**config.mk**
```make
export PLATFORM = sky130hd
export DESIGN_NAME = apb_gpio_debounce_irq_flat
export DESIGN_NICKNAME = d
export VERILOG_FILES = /design/src/rtl/apb_gpio_pkg.sv /design/src/rtl/apb_gpio_debounce_irq_if.sv /design/src/rtl/gpio_in_cond.sv /design/src/rtl/apb_gpio_debounce_irq.sv /design/src/flat_wrapper.sv
export SDC_FILE = /design/constraint.sdc
export NUM_CORES = 1
export LEC_CHECK = 0
export CORE_UTILIZATION = 38
export CTS_CLUSTER_DIAMETER = 60
export DETAILED_ROUTE_END_ITERATION = 8
export SYNTH_ARGS = -nofsm -noshare
export SYNTH_HDL_FRONTEND = slang
export SYNTH_SLANG_ARGS = --single-unit
```
**constraint.sdc**
```tcl
create_clock -name PCLK -period 2 [get_ports PCLK]
set_input_delay 0.2 -clock PCLK [delete_from_list [all_inputs] [get_ports PCLK]]
set_output_delay 0.2 -clock PCLK [all_outputs]
set_load 0.02 [all_outputs]
```
**src/rtl/apb_gpio_pkg.sv**
```systemverilog
// Shared definitions for the APB GPIO block: register map, interrupt mode encodings
// and the address error decode.
package apb_gpio_pkg;

   localparam logic [7:0] OffOe      = 8'h00;
   localparam logic [7:0] OffOut     = 8'h04;
   localparam logic [7:0] OffOutSet  = 8'h08;
   localparam logic [7:0] OffOutClr  = 8'h0C;
   localparam logic [7:0] OffIn      = 8'h10;
   localparam logic [7:0] OffIntEn   = 8'h14;
   localparam logic [7:0] OffIntEdge = 8'h18;
   localparam logic [7:0] OffIntPol  = 8'h1C;
   localparam logic [7:0] OffIntBoth = 8'h20;
   localparam logic [7:0] OffIntStat = 8'h24;
   localparam logic [7:0] OffDbEn    = 8'h28;

   typedef enum logic {
      IntLevel = 1'b0,
      IntEdge  = 1'b1
   } int_mode_e;

   typedef enum logic {
      IntFallLow  = 1'b0,
      IntRiseHigh = 1'b1
   } int_pol_e;

   // Unmapped word, or a write to the read-only input register.
   function automatic logic addr_err(input logic [7:0] addr, input logic write);
      logic [7:0] word;
      word = {addr[7:2], 2'b00};
      return (word > OffDbEn) || (write && (word == OffIn));
   endfunction

endpackage

```
**src/rtl/apb_gpio_debounce_irq_if.sv**
```systemverilog
// APB3 bus bundle between the peripheral segment and the GPIO slave.
interface apb_gpio_debounce_irq_if #(
   parameter int unsigned APB_WIDTH = 32
);
   logic                 PSEL;
   logic                 PENABLE;
   logic                 PWRITE;
   logic [7:0]           PADDR;
   logic [APB_WIDTH-1:0] PWDATA;
   logic [APB_WIDTH-1:0] PRDATA;
   logic                 PREADY;
   logic                 PSLVERR;

   modport master (
      output PSEL, PENABLE, PWRITE, PADDR, PWDATA,
      input  PRDATA, PREADY, PSLVERR
   );

   modport slave (
      input  PSEL, PENABLE, PWRITE, PADDR, PWDATA,
      output PRDATA, PREADY, PSLVERR
   );
endinterface

```
**src/rtl/gpio_in_cond.sv**
```systemverilog
// One GPIO input bit: 2-flop synchroniser, optional debounce and a one-cycle delayed copy
// of the accepted value for edge detection.
module gpio_in_cond #(
   parameter int unsigned DB_CYCLES = 16
) (
   input  logic PCLK,
   input  logic PRESET,
   input  logic s_in,
   input  logic db_en,
   output logic d,
   output logic d_prev
);
   localparam int unsigned CntW = $clog2(DB_CYCLES + 1);
   localparam logic [CntW-1:0] CntLast = CntW'(DB_CYCLES - 1);

   logic [1:0]      sync_q;
   logic            s;
   logic            d_q, d_d, d_prev_q;
   logic [CntW-1:0] cnt_q, cnt_d;

   assign s = sync_q[1];

   // Any cycle where the synced value matches the accepted one restarts the count.
   always_comb begin
      d_d   = d_q;
      cnt_d = '0;
      if (!db_en) begin
         d_d = s;
      end else if (s != d_q) begin
         if (cnt_q == CntLast) begin
            d_d = s;
         end else begin
            cnt_d = cnt_q + CntW'(1);
         end
      end
   end

   always_ff @(posedge PCLK) begin
      if (PRESET) begin
         sync_q   <= '0;
         d_q      <= 1'b0;
         d_prev_q <= 1'b0;
         cnt_q    <= '0;
      end else begin
         sync_q   <= {sync_q[0], s_in};
         d_q      <= d_d;
         d_prev_q <= d_q;
         cnt_q    <= cnt_d;
      end
   end

   assign d      = d_q;
   assign d_prev = d_prev_q;

endmodule

```
**src/rtl/apb_gpio_debounce_irq.sv**
```systemverilog
// APB3 GPIO slave: output/enable registers with atomic set/clear, debounced inputs and
// per-bit programmable level/edge interrupts.
module apb_gpio_debounce_irq
   import apb_gpio_pkg::*;
#(
   parameter int unsigned       IO_NUM    = 8,
   parameter int unsigned       APB_WIDTH = 32,
   parameter int unsigned       DB_CYCLES = 16,
   parameter logic [IO_NUM-1:0] OUT_RESET = '0
) (
   input  logic                PCLK,
   input  logic                PRESET,
   apb_gpio_debounce_irq_if.slave apb,
   input  logic [IO_NUM-1:0]   GPIO_IN,
   output logic [IO_NUM-1:0]   GPIO_OUT,
   output logic [IO_NUM-1:0]   GPIO_OE,
   output logic [IO_NUM-1:0]   INT,
   output logic                INT_OR
);
   logic [7:0]           addr_w;
   logic                 access, err, wr_en, rd_en;
   logic [IO_NUM-1:0]    wdata, w1c_mask;
   logic [IO_NUM-1:0]    in_d, in_prev, int_cond, int_set;
   logic [APB_WIDTH-1:0] rdata;
   logic                 unused_apb;

   logic [IO_NUM-1:0] oe_q, oe_d, out_q, out_d;
   logic [IO_NUM-1:0] int_en_q, int_en_d, int_edge_q, int_edge_d;
   logic [IO_NUM-1:0] int_pol_q, int_pol_d, int_both_q, int_both_d;
   logic [IO_NUM-1:0] int_stat_q, int_stat_d, db_en_q, db_en_d;

   assign addr_w = {apb.PADDR[7:2], 2'b00};
   assign access = apb.PSEL & apb.PENABLE;
   assign err    = access & ~PRESET & addr_err(apb.PADDR, apb.PWRITE);
   assign wr_en  = access & apb.PWRITE & ~err;
   assign rd_en  = apb.PSEL & ~apb.PWRITE;
   assign wdata  = apb.PWDATA[IO_NUM-1:0];

   assign unused_apb = ^apb.PWDATA;

   for (genvar i = 0; i < IO_NUM; i++) begin : g_bit
      gpio_in_cond #(
         .DB_CYCLES(DB_CYCLES)
      ) u_in_cond (
         .PCLK  (PCLK),
         .PRESET(PRESET),
         .s_in  (GPIO_IN[i]),
         .db_en (db_en_q[i]),
         .d     (in_d[i]),
         .d_prev(in_prev[i])
      );

      assign int_cond[i] = (int_edge_q[i] == IntEdge) ?
         (int_both_q[i] ? (in_d[i] ^ in_prev[i]) :
          (int_pol_q[i] == IntRiseHigh) ? (in_d[i] & ~in_prev[i]) : (~in_d[i] & in_prev[i])) :
         (in_d[i] == int_pol_q[i]);
   end

   assign int_set = int_en_q & int_cond;

   always_comb begin
      oe_d       = oe_q;
      out_d      = out_q;
      int_en_d   = int_en_q;
      int_edge_d = int_edge_q;
      int_pol_d  = int_pol_q;
      int_both_d = int_both_q;
      db_en_d    = db_en_q;
      w1c_mask   = '0;
      if (wr_en) begin
         case (addr_w)
            OffOe:      oe_d       = wdata;
            OffOut:     out_d      = wdata;
            OffOutSet:  out_d      = out_q | wdata;
            OffOutClr:  out_d      = out_q & ~wdata;
            OffIntEn:   int_en_d   = wdata;
            OffIntEdge: int_edge_d = wdata;
            OffIntPol:  int_pol_d  = wdata;
            OffIntBoth: int_both_d = wdata;
            OffIntStat: w1c_mask   = wdata;
            OffDbEn:    db_en_d    = wdata;
            default: ;
         endcase
      end
      // A new event in the same cycle outranks the clear.
      int_stat_d = (int_stat_q & ~w1c_mask) | int_set;
   end

   always_ff @(posedge PCLK) begin
      if (PRESET) begin
         oe_q       <= '0;
         out_q      <= OUT_RESET;
         int_en_q   <= '0;
         int_edge_q <= '0;
         int_pol_q  <= '0;
         int_both_q <= '0;
         int_stat_q <= '0;
         db_en_q    <= '1;
      end else begin
         oe_q       <= oe_d;
         out_q      <= out_d;
         int_en_q   <= int_en_d;
         int_edge_q <= int_edge_d;
         int_pol_q  <= int_pol_d;
         int_both_q <= int_both_d;
         int_stat_q <= int_stat_d;
         db_en_q    <= db_en_d;
      end
   end

   always_comb begin
      rdata = '0;
      if (rd_en) begin
         case (addr_w)
            OffOe:                       rdata = APB_WIDTH'(oe_q);
            OffOut, OffOutSet, OffOutClr: rdata = APB_WIDTH'(out_q);
            OffIn:                       rdata = APB_WIDTH'(in_d);
            OffIntEn:                    rdata = APB_WIDTH'(int_en_q);
            OffIntEdge:                  rdata = APB_WIDTH'(int_edge_q);
            OffIntPol:                   rdata = APB_WIDTH'(int_pol_q);
            OffIntBoth:                  rdata = APB_WIDTH'(int_both_q);
            OffIntStat:                  rdata = APB_WIDTH'(int_stat_q);
            OffDbEn:                     rdata = APB_WIDTH'(db_en_q);
            default:                     rdata = '0;
         endcase
      end
   end

   assign apb.PRDATA  = rdata;
   assign apb.PREADY  = 1'b1;
   assign apb.PSLVERR = err;

   assign GPIO_OUT = out_q;
   assign GPIO_OE  = oe_q;
   assign INT      = int_stat_q;
   assign INT_OR   = |int_stat_q;

endmodule

```
**src/flat_wrapper.sv**
```systemverilog
// flat-port wrapper written by rule: the top's interface ports become plain ports
module apb_gpio_debounce_irq_flat import apb_gpio_pkg::*;
#(
   parameter int unsigned       IO_NUM    = 8,
   parameter int unsigned       APB_WIDTH = 32,
   parameter int unsigned       DB_CYCLES = 16,
   parameter logic [IO_NUM-1:0] OUT_RESET = '0
)
  (PCLK, PRESET, GPIO_IN, GPIO_OUT, GPIO_OE, INT, INT_OR, apb_PSEL, apb_PENABLE, apb_PWRITE, apb_PADDR, apb_PWDATA, apb_PRDATA, apb_PREADY, apb_PSLVERR);
  apb_gpio_debounce_irq_if #(.APB_WIDTH(APB_WIDTH)) apb_i ();
  input  logic PCLK;
  input  logic PRESET;
  input  logic [IO_NUM-1:0] GPIO_IN;
  output logic [IO_NUM-1:0] GPIO_OUT;
  output logic [IO_NUM-1:0] GPIO_OE;
  output logic [IO_NUM-1:0] INT;
  output logic INT_OR;
  input wire logic [$bits(apb_i.PSEL)-1:0] apb_PSEL;
  input wire logic [$bits(apb_i.PENABLE)-1:0] apb_PENABLE;
  input wire logic [$bits(apb_i.PWRITE)-1:0] apb_PWRITE;
  input wire logic [$bits(apb_i.PADDR)-1:0] apb_PADDR;
  input wire logic [$bits(apb_i.PWDATA)-1:0] apb_PWDATA;
  output wire logic [$bits(apb_i.PRDATA)-1:0] apb_PRDATA;
  output wire logic [$bits(apb_i.PREADY)-1:0] apb_PREADY;
  output wire logic [$bits(apb_i.PSLVERR)-1:0] apb_PSLVERR;
  assign apb_i.PSEL = apb_PSEL;
  assign apb_i.PENABLE = apb_PENABLE;
  assign apb_i.PWRITE = apb_PWRITE;
  assign apb_i.PADDR = apb_PADDR;
  assign apb_i.PWDATA = apb_PWDATA;
  assign apb_PRDATA = apb_i.PRDATA;
  assign apb_PREADY = apb_i.PREADY;
  assign apb_PSLVERR = apb_i.PSLVERR;
  apb_gpio_debounce_irq #(.IO_NUM(IO_NUM), .APB_WIDTH(APB_WIDTH), .DB_CYCLES(DB_CYCLES), .OUT_RESET(OUT_RESET)) u_core (.PCLK(PCLK), .PRESET(PRESET), .apb(apb_i), .GPIO_IN(GPIO_IN), .GPIO_OUT(GPIO_OUT), .GPIO_OE(GPIO_OE), .INT(INT), .INT_OR(INT_OR));
endmodule
```
* Yosys cells after proc, flatten, opt, wreduce, memory -nomap -nowiden
Cells that the tools add are included.
Cells by class: reductions and logical operators 29, $add $sub $neg 8, equal/unequal tests 50, multiplexer cells 53, bitwise operators 72, order comparisons 1
Operators by type and width (count):
- $pmux 8 s9 | 1
- $mux 1 | 48
- $add 5x1->5 const B | 8
- $eq 5x4->1 const B | 8
- $not 1->1 | 35
- $ne 2x2->1 const B | 16
- $reduce_or 4->1 | 8
- $reduce_and 2->1 | 15
- $and 8x8->8 | 3
- $eq 6x3->1 const B | 4
- $mux 8 | 3
- $pmux 8 s3 | 1
- $and 1x1->1 | 22
- $eq 6x4->1 const B | 3
- $not 8->8 | 2
- $or 8x8->8 | 2
- $eq 6x2->1 const B | 2
- $eq 1x1->1 | 8
- $gt 8x6->1 const B | 1
- $logic_not 8->1 | 1
- $ne 1x1->1 | 8
- $reduce_or 8->1 | 1
- $xor 1x1->1 | 8
- $eq 6x1->1 const B | 1
- 4 further kinds | 4
Storage, ports and cells: output and inout bits 59, input port bits 53, logic and storage cells 253, register bits 136

* Depth between registers and ports, before layout
Gate-level depths: netlist (run 1).
word-level depth 10, mapped depth 7, depth with buffers taken out 6

* By module
Synthesis (run 1) repeated with hierarchy kept, for this count alone.
Unflattened totals: cell total of the unflattened synthesis 681, area total of the unflattened synthesis 6452.4 µm²
By module, submodules not included:
- apb_gpio_debounce_irq | sequential area each 1281.2 µm², cells each 441, times used 1, area each 3900.0 µm²
- gpio_in_cond | sequential area each 180.2 µm², cells each 30, times used 8, area each 319.1 µm²

* Least setup slack after synthesis (run 1)
OpenSTA, ideal clock, no wires.
path type input to output, start input apb_PADDR[5], end output apb_PRDATA[5], setup slack 0.083 ns, buffers on the path 0, stages on the path 4, arrival 1.717 ns, required time 1.800 ns, cells stage by stage or4b_4 > nor3b_4 > a222oi_1 > a31oi_1
Between the ends: longest elaborated chain between the ends 4, elaborated cells between the ends (all ways) 14, classes of those cells eq/ne (10); mux (2); reduce/logical (2)
Ends and longest elaborated chain:
- start: declaration | RTL line flat_wrapper.sv:21 | input wire logic [$bits(apb_i.PADDR)-1:0] apb_PADDR;
- $eq 6x1->1 / $eq 6x2->1 (equally long branches) | RTL line apb_gpio_debounce_irq.sv:114 | case (addr_w)
- $reduce_or 3->1 | RTL line apb_gpio_debounce_irq.sv:114
- $pmux 8 s9 (*) | RTL line apb_gpio_debounce_irq.sv:114
- $mux 8 (*) | RTL line apb_gpio_debounce_irq.sv:113 | if (rd_en) begin
- end: declaration | RTL line flat_wrapper.sv:23 | output wire logic [$bits(apb_i.PRDATA)-1:0] apb_PRDATA;
Every way passes the cells marked *; elsewhere a longest branch is shown, timed or not.

* Worst setup path in the final report (run 1)
start input apb_PADDR[7], end output apb_PRDATA[5]
Same word-level chain as after synthesis.

==> results of run 1 <==
==> final timing paths <==
path	startpoint	end	slack, ns	cells past startpoint
worst max-delay path	apb_PADDR[7]	apb_PRDATA[5]	-0.04	7
worst min-delay path	PRESET	u_core.g_bit[1].u_in_cond.d_prev$_SDFF_PP0_	0.27	3
worst max register to register	u_core.g_bit[1].u_in_cond.cnt_q[0]$_SDFF_PP0_	u_core.g_bit[1].u_in_cond.cnt_q[2]$_SDFF_PP0_	0.29	6
worst min register to register	u_core.g_bit[7].u_in_cond.sync_q[0]$_SDFF_PP0_	u_core.g_bit[7].u_in_cond.sync_q[1]$_SDFF_PP0_	0.43	1
==> tightest hold or removal path, stage by stage <==
cell    delay, ns
buf_2        0.13
buf_12       0.20
nor2_1       0.10
==> cell type report <==
class	count	area, um^2	share of cell area, %
Multi-Input combinational cell	479	3460	41.7
Sequential cell	136	2720	32.8
Timing Repair Buffer	137	1200	14.5
Clock buffer	23	468	5.63
Tap cell	220	275	3.31
Inverter	33	124	1.49
Clock inverter	5	50.0	0.603
==> cells in the final DEF, fill, tap and decap left out, types with 8 or more instances in the layout <==
cell	instances
dfxtp_1	136
buf_4	71
nor2_1	66
mux2i_1	64
nand2_1	60
clkdlybuf4s50_1	43
inv_1	33
ha_1	32
nor2b_1	26
conb_1	25
xnor2_1	24
and3_1	19
nand3_1	18
nand2b_1	17
clkbuf_16	17
o2bb2ai_1	16
buf_6	14
o21ai_0	9
a22oi_1	8
a222oi_1	8
a22oi_2	8
or3_1	8
xor2_1	8
mux2_2	8
o211ai_1	8
a21oi_1	8
a31o_2	8
==> metrics by stage <==
step	util, %	hold WS [ns]
5_1_grt	50.4	0.292
2_1_floorplan	-	0.325
4_1_cts	50.2	0.269
3_3_place_gp	46.3	0.418
3_5_place_dp	46.3	0.421
6_report	50.4	0.268
==> state kept, by name (all words and copies together), names as in the netlist <==
| register | cells |
|---|---|
| u_core.INT | 8 |
| u_core.int_en_q | 8 |
| u_core.g_bit.u_in_cond.d | 8 |
| u_core.g_bit.u_in_cond.cnt_q | 40 |
| u_core.int_pol_q | 8 |
| u_core.GPIO_OUT | 8 |
| u_core.g_bit.u_in_cond.sync_q | 16 |
| u_core.int_edge_q | 8 |
| u_core.g_bit.u_in_cond.d_prev | 8 |
| u_core.GPIO_OE | 8 |
| u_core.db_en_q | 8 |
| u_core.int_both_q | 8 |
==> power groups by stage <==
| stage | clock, W | combinational [W] | sequential, W |
|---|---|---|---|
| CTS | 0.00285 | 0.000358 | 0.00274 |
| detailed placement | 0 | 0.000345 | 0.00280 |
| global placement | 0 | 0.000341 | 0.00280 |
| finish | 0.00280 | 0.000364 | 0.00274 |
| global route | 0.00298 | 0.000390 | 0.00274 |
| floorplan | 0 | 0.000212 | 0.00280 |
==> routing by layer <==
layer  up-vias  routed length, um  global-route usage (%)
li1       2532                  -                       -
met1      2551               7740                    26.6
met2       184               8030                    33.1
met3        28               1100                    4.51
met4         0                334                    8.46
met5         -                  0                       0
==> logic make-up (layout without fill, tap and decap cells) <==
group                    Yosys count  in the layout  share of synthesized area, %
other                              2             25                         0.118
XOR/XNOR                          32             32                          4.39
AO/OA/AOI/OAI                     84             84                          9.82
buffers and inverters             81            198                          6.45
multiplexers                      72             72                          11.4
adder cells (fa/ha/maj)           32             32                          6.27
AND/OR/NAND/NOR                  234            234                          18.9
flip-flops                       136            136                          42.6
==> timing repair <==
| item | in CTS | in global routing |
|---|---|---|
| resized for setup | 100 | 13 |
| endpoints found under the setup margin | 10 | 8 |
| buffers inserted | 3 | 1 |
| gates cloned | 1 | 0 |
| pin swaps | 20 | 20 |
==> impl_metrics.csv, run 1 <==
group,metric,value,unit
route,postRouteAntennaNets,0,
logic_synthesis,synthTopCellsByArea,"dfxtp_1 43%, mux2i_1 10%, ha_1 6.3%",
critical_path,path_cells,"buf_6, or4b_4, nor3b_4, buf_6, a222oi_1, a31oi_1, buf_4",
logic_synthesis,synth.yosys.seq_area_share,42.6,%
power,max-vdd-ir-drop,0.000513,V
critical_path,start_kind,"input port",
route,avgViaCountPerCell,5.13,
power,p_sw,0.00130,W
global_routing,grt_pass1_vias,5322,
run_status,status,"finished with violations",
logic_synthesis,synth_top_cell_area_share,42.6,%
clock_network,cts_tree,"yes",
place,place_area,7620,um^2
logic_synthesis,synth_edf_count,0,
cells_and_area,design_area,8310,um^2
cells_and_area,nNetsFinal,889,
die,rows,47,
clock_network,cts-root-buf,"clkbuf_16",
cells_and_area,fillerInstances,1530,
logic_synthesis,ys_ff_latch,136,
logic_synthesis,synth_common_cells,"136 x dfxtp_1, 68 x nor2_1, 64 x mux2i_1",
power,cell_internal_pwr,0.00461,W
critical_path,crit_type,"in2out",
run_status,violations,"setup timing",
die,die_h,132,um
critical_path,crit_family,"simple AND/OR/NAND/NOR gates",
timing,tns,-0.0987,ns
route,drt_wl_total,17200,um
global_routing,grt_max_degree,57,
global_routing,grt_pass1_wl,27800,um
global_routing,antenna_found_initial,0,
logic_synthesis,syn_area,6380,um^2
route,post-route-drc-count,0,
place,port_buffers,60,
critical_path,cp_max_fo,6,
critical_path,required,1.80,ns
place,place_ws,-0.918,ns
power,clockPowerShare,47.4,%
place,dp_cells,1000,
critical_path,cp-end-kind,"output port",
timing,maxSlewViolCount,0,
clock_network,cts_buffers,17,
cells_and_area,area_delta_synth_final,30.1,%
power,pwr-share-seq,46.4,%
timing,fin_skew,0.00467,ns
critical_path,crit_arrival,1.84,ns
timing,fin_crit_sh,102,%
clock_network,cts_buffer_depth,2,
die,core_area,16500,um^2
critical_path,crit_buf_inv,3,
die,pin_count,112,
die,dieArea,17300,um^2
timing,worst_slack,-0.0374,ns
timing,max_freq,0.491,GHz
cells_and_area,diodes,0,
cells_and_area,drive_gt1_share,19.9,%
route,avgRoutedWirePerCell,16.6,um
clock_network,cts_max_level,4,
die,start_util,38.8,%
power,switching_share,21.9,%
route,vias,5295,
cells_and_area,finalNonFillerCells,1033,
timing,rsz0062_at_grt,"yes",
power,finalPower,0.00591,W
timing,period_minus_slack,2.04,ns
power,power_leakage,3.44,nW
place,hpwlAfterDp,12200,um
clock_network,ctsHoldBuffers,0,
clock_network,clock_latency,0.41,ns
clock_network,clock_sinks,136,
power,p_per_area,712,nW/um^2
power,p_comb_share,6.2,%
clock_network,path_clk_slew,0.06,ns
global_routing,overflow,0,
timing,relSlewSlack,59.6,%
logic_synthesis,synth.avg_cell_area,9.49,um^2
place,place.gp.congestion,0.869,
hold_path,hp-class,"in2reg",
logic_synthesis,synth-main-ff-cell,"dfxtp_1",
logic_synthesis,yosysTopAreaCell,"dfxtp_1",
logic_synthesis,ys_warn_count,0,
timing,worstMarginPinSlew,0.607,ns
global_routing,grt_usage,20.6,%
logic_synthesis,synthCells,673,
critical_path,critPathMaxStageDelay,0.60,ns
logic_synthesis,yosysMostFrequentCell,"dfxtp_1",
logic_synthesis,synthArstFlopShare,0,%
timing,setup_viol,3,
logic_synthesis,yosysUniqueCellTypes,43,
route,drt_iter0_drc,295,
job,drv_cap,0,
timing,hold_violations,0,
critical_path,cp_common_cell,"buf_6",
route,dr.pass1.iters,5,
critical_path,slowest_stage,"or4b_4",
die,die_x,132,um
Power figures use the tool's default switching activity.
==> inputs of run 2 (changes only) <==
--- a/config.mk
+++ b/config.mk
@@ -7,6 +7,7 @@
 export LEC_CHECK = 0
 export CORE_UTILIZATION = 38
 export CTS_CLUSTER_DIAMETER = 60
+export CTS_CLUSTER_SIZE = 8
 export DETAILED_ROUTE_END_ITERATION = 8
 export SYNTH_ARGS = -nofsm -noshare
 export SYNTH_HDL_FRONTEND = slang
==> results of run 2 <==
Same layout as run 1: the final DEF is identical, and so are final timing and power.
==> inputs of run 3 (changes only) <==
--- a/config.mk
+++ b/config.mk
@@ -6,7 +6,6 @@
 export NUM_CORES = 1
 export LEC_CHECK = 0
 export CORE_UTILIZATION = 38
-export CTS_CLUSTER_DIAMETER = 60
 export CTS_CLUSTER_SIZE = 8
 export DETAILED_ROUTE_END_ITERATION = 8
 export SYNTH_ARGS = -nofsm -noshare
==> results of run 3 <==
Same layout as run 1: the final DEF is identical, and so are final timing and power.
